<file path="src/rtl/mips_defs_pkg.sv">
// Shared MIPS definitions: mul/div op encodings, muldiv FSM states, default width.
package mips_defs;

    localparam int DEFAULT_WIDTH = 32;

    // Encoding of the 3-bit op field driven by the controller
    typedef enum logic [2:0] {
        OP_MULT  = 3'b000,
        OP_MULTU = 3'b001,
        OP_DIV   = 3'b010,
        OP_DIVU  = 3'b011,
        OP_MTHI  = 3'b100,
        OP_MTLO  = 3'b101
    } op_t;

    // Iterative multiply/divide sequencer states
    typedef enum logic [1:0] {
        S_IDLE = 2'b00,
        S_RUN  = 2'b01,
        S_FIX  = 2'b10
    } state_t;

endpackage

</file>
<file path="src/rtl/muldiv_step.sv">
// One iteration of the multiply/divide datapath.
// Multiply: shift-add on a 2*WIDTH-bit {partial product, multiplier} register.
// Divide: restoring step; acc[WIDTH-1:0] shifts the dividend out at the top
// and the quotient bits in at the bottom, rem holds the partial remainder.
import mips_defs::*;

module muldiv_step #(
    parameter int WIDTH = DEFAULT_WIDTH
) (
    input  logic                 div_mode,
    input  logic [2*WIDTH-1:0]   acc,
    input  logic [WIDTH-1:0]     rem,
    input  logic [WIDTH-1:0]     operand,
    output logic [2*WIDTH-1:0]   acc_next,
    output logic [WIDTH-1:0]     rem_next,
    output logic                 qbit
);

    logic [WIDTH:0]   sum;
    logic [WIDTH:0]   shifted;
    logic [WIDTH-1:0] diff;

    // Single iteration: add-and-shift for multiply, trial subtract for divide
    always_comb begin
        sum      = {1'b0, acc[2*WIDTH-1:WIDTH]} + (acc[0] ? {1'b0, operand} : '0);
        shifted  = {rem, acc[WIDTH-1]};
        diff     = shifted[WIDTH-1:0] - operand;
        qbit     = 1'b0;
        acc_next = acc;
        rem_next = rem;
        if (div_mode) begin
            // The shifted remainder is WIDTH+1 bits wide, so compare before
            // truncating; when it fits, the difference always fits in WIDTH.
            qbit     = (shifted >= {1'b0, operand});
            rem_next = qbit ? diff : shifted[WIDTH-1:0];
            acc_next = {acc[2*WIDTH-1:WIDTH], acc[WIDTH-2:0], qbit};
        end else begin
            acc_next = {sum, acc[WIDTH-1:1]};
        end
    end

endmodule

</file>
<file path="src/rtl/muldiv_unit.sv">
// MIPS HI/LO multiply/divide unit. MULT/MULTU/DIV/DIVU iterate over WIDTH
// cycles plus one sign-fix cycle; MTHI/MTLO write HI/LO directly from IDLE.
import mips_defs::*;

module muldiv_unit #(
    parameter int WIDTH = DEFAULT_WIDTH
) (
    input  logic             clk,
    input  logic             reset,
    input  logic             start,
    input  logic [2:0]       op,
    input  logic [WIDTH-1:0] srca,
    input  logic [WIDTH-1:0] srcb,
    output logic             busy,
    output logic             done,
    output logic [WIDTH-1:0] hi,
    output logic [WIDTH-1:0] lo
);

    localparam int CNT_W = $clog2(WIDTH + 1);
    localparam logic [CNT_W-1:0] LAST = CNT_W'(WIDTH - 1);
    localparam logic [CNT_W-1:0] ONE  = CNT_W'(1);

    state_t             state, state_next;
    logic [CNT_W-1:0]   cnt;
    logic               accept, step, fix, mt_hi, mt_lo;

    // Operation context captured when a mul/div is accepted
    logic               div_r;
    logic               neg_a, neg_b;
    logic               div_zero;
    logic [WIDTH-1:0]   raw_a;
    logic [WIDTH-1:0]   operand;
    logic [2*WIDTH-1:0] acc;
    logic [WIDTH-1:0]   rem;

    logic [2*WIDTH-1:0] acc_next;
    logic [WIDTH-1:0]   rem_next;
    logic               qbit;

    logic [2*WIDTH-1:0] prod;
    logic [WIDTH-1:0]   quo, rmd;
    logic [WIDTH-1:0]   res_hi, res_lo;

    logic               signed_op;

    function automatic logic [WIDTH-1:0] abs_val(input logic [WIDTH-1:0] v);
        return v[WIDTH-1] ? -v : v;
    endfunction

    assign signed_op = ~op[0];

    muldiv_step #(.WIDTH(WIDTH)) u_step (
        .div_mode (div_r),
        .acc      (acc),
        .rem      (rem),
        .operand  (operand),
        .acc_next (acc_next),
        .rem_next (rem_next),
        .qbit     (qbit)
    );

    // Next-state and control decode; start is only honoured in IDLE
    always_comb begin
        state_next = state;
        busy       = 1'b0;
        accept     = 1'b0;
        step       = 1'b0;
        fix        = 1'b0;
        mt_hi      = 1'b0;
        mt_lo      = 1'b0;
        case (state)
            S_IDLE: begin
                if (start) begin
                    case (op)
                        OP_MULT, OP_MULTU, OP_DIV, OP_DIVU: begin
                            accept     = 1'b1;
                            state_next = S_RUN;
                        end
                        OP_MTHI: mt_hi = 1'b1;
                        OP_MTLO: mt_lo = 1'b1;
                        default: ;
                    endcase
                end
            end
            S_RUN: begin
                busy = 1'b1;
                step = 1'b1;
                if (cnt == LAST) state_next = S_FIX;
            end
            S_FIX: begin
                busy       = 1'b1;
                fix        = 1'b1;
                state_next = S_IDLE;
            end
            default: state_next = S_IDLE;
        endcase
    end

    // Architectural state and control: FSM, iteration counter, done, HI/LO
    always_ff @(posedge clk or posedge reset) begin
        if (reset) begin
            state <= S_IDLE;
            cnt   <= '0;
            done  <= 1'b0;
            hi    <= '0;
            lo    <= '0;
        end else begin
            state <= state_next;
            done  <= fix;
            if (accept)
                cnt <= '0;
            else if (step)
                cnt <= cnt + ONE;
            if (fix) begin
                hi <= res_hi;
                lo <= res_lo;
            end else begin
                if (mt_hi) hi <= srca;
                if (mt_lo) lo <= srca;
            end
        end
    end

    // Iteration datapath: load magnitudes on accept, advance one step per RUN cycle
    always_ff @(posedge clk) begin
        if (accept) begin
            div_r    <= op[1];
            neg_a    <= signed_op & srca[WIDTH-1];
            neg_b    <= signed_op & srcb[WIDTH-1];
            div_zero <= (srcb == '0);
            raw_a    <= srca;
            operand  <= signed_op ? abs_val(srcb) : srcb;
            acc      <= {{WIDTH{1'b0}}, (signed_op ? abs_val(srca) : srca)};
            rem      <= '0;
        end else if (step) begin
            acc <= acc_next;
            rem <= rem_next;
        end
    end

    // Sign correction and result selection written to HI/LO in FIX
    always_comb begin
        prod = (neg_a ^ neg_b) ? -acc : acc;
        quo  = (neg_a ^ neg_b) ? -acc[WIDTH-1:0] : acc[WIDTH-1:0];
        rmd  = neg_a ? -rem : rem;
        if (!div_r) begin
            res_hi = prod[2*WIDTH-1:WIDTH];
            res_lo = prod[WIDTH-1:0];
        end else if (div_zero) begin
            res_hi = raw_a;
            res_lo = '1;
        end else begin
            res_hi = rmd;
            res_lo = quo;
        end
    end

endmodule

</file>
<file path="config.mk">
export PLATFORM = sky130hd
export DESIGN_NAME = muldiv_unit
export DESIGN_NICKNAME = d
export VERILOG_FILES = /design/src/rtl/mips_defs_pkg.sv /design/src/rtl/muldiv_step.sv /design/src/rtl/muldiv_unit.sv
export SDC_FILE = /design/constraint.sdc
export NUM_CORES = 1
export LEC_CHECK = 0
export BUFFER_PORTS_ARGS = -buffer_cell sky130_fd_sc_hd__buf_4
export CORE_MARGIN = 2
export CORE_UTILIZATION = 59
export DETAILED_ROUTE_END_ITERATION = 7
export HOLD_SLACK_MARGIN = 0.02
export PLACE_DENSITY = 0.78
export SLEW_MARGIN = 15
export SYNTH_ARGS = -nofsm -noshare
export SYNTH_HDL_FRONTEND = slang
export SYNTH_SLANG_ARGS = --single-unit
</file>
<file path="constraint.sdc">
create_clock -name clk -period 4.1 [get_ports clk]
set_input_delay 0.205 -clock clk [delete_from_list [all_inputs] [get_ports clk]]
set_output_delay 0.205 -clock clk [all_outputs]
set_load 0.05 [all_outputs]
</file>
---- After elaboration in Yosys (flattened, before gate mapping) ----
Index checks and enable logic that the tools add are counted.
Widths: inputs -> output; s select.
word-level totals
  flip-flop bits (word level) ............. 237
  input port bits ......................... 70
  output and inout bits ................... 66
  logic and storage cells ................. 88
cells by class
  add/sub/neg operators ................... 8
  $lt $le $gt $ge ......................... 1
  equal/unequal tests ..................... 11
  multiplexer cells ....................... 38
  bitwise operators ....................... 5
  reductions and logical operators ........ 11
operators by type and width
  operator             number
  $mux 32              19
  $neg 32->32          4
  $mux 64              1
  $neg 64->64          1
  $add 32x32->33       1
  $ge 33x32->1         1
  $logic_not 32->1     1
  $sub 32x32->32       1
  $mux 1               12
  $mux 6               2
  $add 6x1->6 const B  1
  $eq 3x2->1 const B   2
  $eq 3x3->1 const B   2
  $eq 6x5->1 const B   1
  $mux 2               3
  $reduce_bool 2->1    3
  $ne 2x2->1 const B   2
  $pmux 2 s2           1
  $reduce_and 2->1     2
  $reduce_or 4->1      1
  $eq 3x1->1 const B   1
  $logic_not 3->1      1
  $reduce_and 3->1     1
  $and 1x1->1          2
  other kinds (7)      8

---- Depth between registers and ports, before layout ----
  depth in word-level cells ............... 6
  depth in mapped cells ................... 14

---- Hierarchy ----
Synthesis repeated with hierarchy kept, for this count alone.
second synthesis, totals
  cell total of the unflattened synthesis .. 2146
  area total of the unflattened synthesis .. 18360.1 µm²
by module, submodules not included
  module       times used  cells an instance  area each (µm²)  seq. area each (µm²)
  muldiv_unit  1           1349               13231.4          6110.9
  muldiv_step  1           797                5128.7           0.0

---- Least setup slack after synthesis ----
OpenSTA, ideal clock, no wires.
  path kind ............................... register to register
  start ................................... register state[0]
  end ..................................... register div_r (enable)
  arrival time ............................ 3.277 ns
  data required time ...................... 3.641 ns
  path slack .............................. 0.364 ns
  cell stages (with the launch flop) ...... 7
  period minus slack after synthesis ...... 3.736 ns
  cell sequence ........................... dfrtp_1 -> inv_1 -> ha_1 -> nand2_1 -> inv_2 -> clkbuf_1 -> buf_1
on the way
  longest elaborated chain between the ends .. 2
RTL lines
  item                    line                source
  start, declared         muldiv_unit.sv:24   state_t state, state_next;
  start signal, assigned  muldiv_unit.sv:109  state <= state_next;
  $logic_not 2->1         muldiv_unit.sv:72   case (state)
  $mux 1                  muldiv_unit.sv:72
  via accept              muldiv_unit.sv:26   logic accept, step, fix, mt_hi, mt_lo;
  end signal, assigned    muldiv_unit.sv:128  div_r <= op[1];
  end, declared           muldiv_unit.sv:29   logic div_r;
The timed path passes the listed nets, and every way through them passes these cells.
A chain may end at the register's enable or synchronous reset.

---- Final worst setup path ----
  start ................................... register acc[0]
  end ..................................... register acc[63]
on the way
  longest elaborated chain between the ends .. 2
RTL lines
  item                    line                source
  start, declared         muldiv_unit.sv:34   logic [2*WIDTH-1:0] acc;
  start signal, assigned  muldiv_unit.sv:134  acc <= {{WIDTH{1'b0}}, (signed_op ? abs_val(srca) : srca)};
  start signal, assigned  muldiv_unit.sv:137  acc <= acc_next;
  $mux 32                 muldiv_step.sv:25   sum = {1'b0, acc[2*WIDTH-1:WIDTH]} + (acc[0] ? {1'b0, operand} : '0);
  $add 32x32->33          muldiv_step.sv:25
Every way passes these cells.

==> results.ini <==
[power_and_ir_drop]
p_leak_nw=8.18
pwr_density_cell_nw_per_um2=748
power_frac_seq_pct=29.9
p_switching_w=0.00711
ir_worst_vdd_uv=441
p_clk_share_pct=16.2
swShare_pct=47.8
intPower_w=0.00776
combPwrFrac_pct=53.9

[placed_design]
place_area_sq_um=18400
port_buffers=135
dp_hpwl_mm=38.4
gp_congestion=0.923
place_ws_ns=0.305

[global_route]
grt_usage_pct=34.3
grt_pass1_wl_mm=83.5
overflow=0
antenna_found_initial=0
grt_max_degree=80
grt_pass1_vias=15680

[sta]
rsz0062_at_grt=false
max_freq_ghz=0.263
finalSetupViolCount=0
report.final.hold_viol_count=0
period_minus_slack_ns=3.80
fin_ws_ns=0.300
worstMarginPinSlew_ns=1.09
whs_ns=0.0437
setup-tns-final_ns=0
timing.final.crit_share_pct=92.7
skew_ns=0.0165
final_max_slew_viol_count=0
max_slew_margin_pct=27.0

[run_status]
status=complete, no violations

[yosys]
synthAdderAreaFrac_pct=5.56
synth_top_family_by_area=compound AO/OA/AOI/OAI gates
synth_cell_types=80
synthesis.area_sq_um=16900
synth_async_sr_flop_share_pct=30.8
ys.flop_type=edfxtp_1
syn_avg_cell_area_sq_um=8.59
synth_top_area_share_pct=17.8
yosysSeqAreaShare_pct=36.1
synth_compound_area_share_pct=21.3
synthCells=1970
ys_ff_latch=237
synth_edf_count=100
synth.area.mux_share_pct=5.48
synth_nets=2114
synth_top_cell_by_area=edfxtp_1
ys_warn_count=0
synthSimpleGateAreaFrac_pct=17.4
synth-xor-area-share_pct=10.1
synthTopCellsByArea=edfxtp_1 (18%), dfrtp_1 (11%), dfxtp_1 (7.6%)

[route]
dr_wl_met2_mm=25.4
via_count=15971
drtIter0Drc=1485
drc_errors=0
wl_met3_mm=3.88
vias_per_cell=6.32
dr.pass1.iters=6
wl_met1_mm=21.3
finalWirelength_mm=52.8
ant_nets=0
highest_layer=met4
routedWlPerCell_microns=20.9

[cts]
cts_tree=built
cts_sinks=237
cts_setup_buffers=0
ctsRootBufferMaster=clkbuf_16
clockBufferDepth=3
clock_latency_ns=0.57
cts_made_buffers=28
clkSlewWorstSetupHoldPaths_ns=0.06
cts.htree.levels=1

[cells_and_area]
fin_nets=2271
area_growth_pct=17.6
seqCellArea_sq_um=6110
stdcell_area_sq_um=19900
multi_input_area_sq_um=10200
n_fill_cell=2090
layout-drive-gt1-share_pct=12.1

[critical_path]
start_kind=flop
worst_setup_path_end_kind=flop
crit_required_ns=4.55
crit_type=flop to flop
arrival_ns=4.25
cp_max_fo=22

[floorplan]
dieWidth_microns=173
design.core.area_sq_um=28000
die_area_sq_um=30000
die_y_microns=173
floorplan.rows=61
initial_core_util_pct=60.4
ios=136

[run]
maxCapViolCount=0

[worst_hold_path]
hp-class=input pin to flop

-- final timing paths --
check / from / to / depth (start not counted) / slack [ns]
worst min-delay path: start / state[1] / 4 / 0.04
worst min register to register: acc[51] / acc[51] / 2 / 0.51
worst max register to register: acc[0] / acc[63] / 14 / 0.30
min in group asynchronous: reset / lo[28] / 3 / 0.34
worst max-delay path: acc[0] / acc[63] / 14 / 0.30
max in group asynchronous: reset / cnt[3] / 4 / 2.73
-- Yosys cell counts (all sizes together) (14+ instances only) --
cell type and number:
dfxtp 64, buf 17, o41ai 19, nand4 14, a31oi 21, a211oi 16, nor2 156, nor3 39
a21oi 159, o21a 16, nand2 246, a32oi 30, nor4 20, or4 19, dfrtp 73, o31ai 30
nand3 33, edfxtp 100, o211ai 27, clkbuf 95, mux2i 78, or3 21, xnor2 103, ha 72
o21ai 160, nand2b 24, a21o 36, inv 65, xor2 92
-- cells by family (layout without fill, tap and decap cells) --
logic type	count (synthesis)	count (layout)
AND/OR/NAND/NOR	624	624
AO/OA/AOI/OAI	572	572
flip-flops	237	237
XOR/XNOR	195	195
buffers and inverters	177	356
multiplexers	91	91
adder cells (fa/ha/maj)	74	74
other	0	2
-- per-layer routing --
| layer | vias up | track usage, % |
|---|---|---|
| li1 | 7492 | - |
| met1 | 7589 | 43.2 |
| met2 | 763 | 60.1 |
| met3 | 127 | 4.39 |
| met4 | 0 | 13.5 |
| met5 | - | 0 |
-- final cells by class --
class,instances,share of cell area (%)
inverter,65,1.26
tap,378,2.38
clock buffer,38,3.81
clock inverter,14,0.572
antenna,2,0.0252
timing repair buffer,239,9.98
multi-input combinational,1556,51.3
sequential,237,30.7
-- registers in the layout (all words and copies together) (netlist names) --
signal / count
div_zero: 1
neg_b: 1
lo: 32
div_r: 1
state: 2
hi: 32
acc: 64
done: 1
rem: 32
operand: 32
cnt: 6
raw_a: 32
neg_a: 1
-- repair_timing --
| item | CTS | global route |
|---|---|---|
| setup endpoints to repair | 0 | 4 |
| resized for setup | 0 | 2 |
| hold endpoints to repair | 134 | 0 |
| hold buffers | 66 | 0 |
-- power by group through the flow --
stage / clock, W / combinational (W) / sequential, W
final: 0.00241 / 0.00802 / 0.00445
after floorplan: 0 / 0.00476 / 0.00515
after CTS: 0.00242 / 0.00791 / 0.00440
after global placement: 0 / 0.00767 / 0.00440
after detailed placement: 0 / 0.00782 / 0.00443
after global routing: 0.00251 / 0.00871 / 0.00453
-- critical path: stages, from the launching register on --
cell,delay [ns]
edfxtp_1,0.53
clkinvlp_4,0.32
buf_4,0.29
nor2_1,0.13
ha_1,0.31
a211oi_1,0.29
nor2_1,0.10
o41ai_1,0.31
a2bb2oi_1,0.20
o31ai_1,0.12
a221o_1,0.41
a31oi_1,0.30
nor2b_1,0.08
nor4_1,0.19
nor3_1,0.09
-- placed cells by master (no fill, tap or decap), drive strengths merged, types with 14 or more instances in the layout --
cell | netlist | routed
a21oi | 159 | 159
o21a | 16 | 16
edfxtp | 100 | 100
xnor2 | 103 | 103
ha | 72 | 72
or4 | 19 | 19
dlygate4sd3 | 0 | 66
inv | 65 | 64
a21o | 36 | 36
dfxtp | 64 | 64
xor2 | 92 | 92
a32oi | 30 | 30
nand2 | 246 | 246
o21ai | 160 | 160
o211ai | 27 | 27
a211oi | 16 | 16
buf | 17 | 173
o41ai | 19 | 19
nor2 | 156 | 156
clkbuf | 95 | 38
a31oi | 21 | 21
mux2i | 78 | 78
dfrtp | 73 | 73
nand3 | 33 | 33
nand2b | 24 | 24
o31ai | 30 | 30
or3 | 21 | 21
nor4 | 20 | 20
nor3 | 39 | 39
nand4 | 14 | 14
-- metrics by stage --
stage / util [%] / power [W] / std cells
finish: 71.0 / 0.0149 / 2529
global placement: 65.5 / 0.0121 / 2409
CTS: 71.0 / 0.0147 / 2527
global route: 71.0 / 0.0158 / 2527
detailed placement: 65.5 / 0.0122 / 2409
floorplan: - / 0.00991 / 1970
Note: power is estimated with default switching activity, not from simulation.
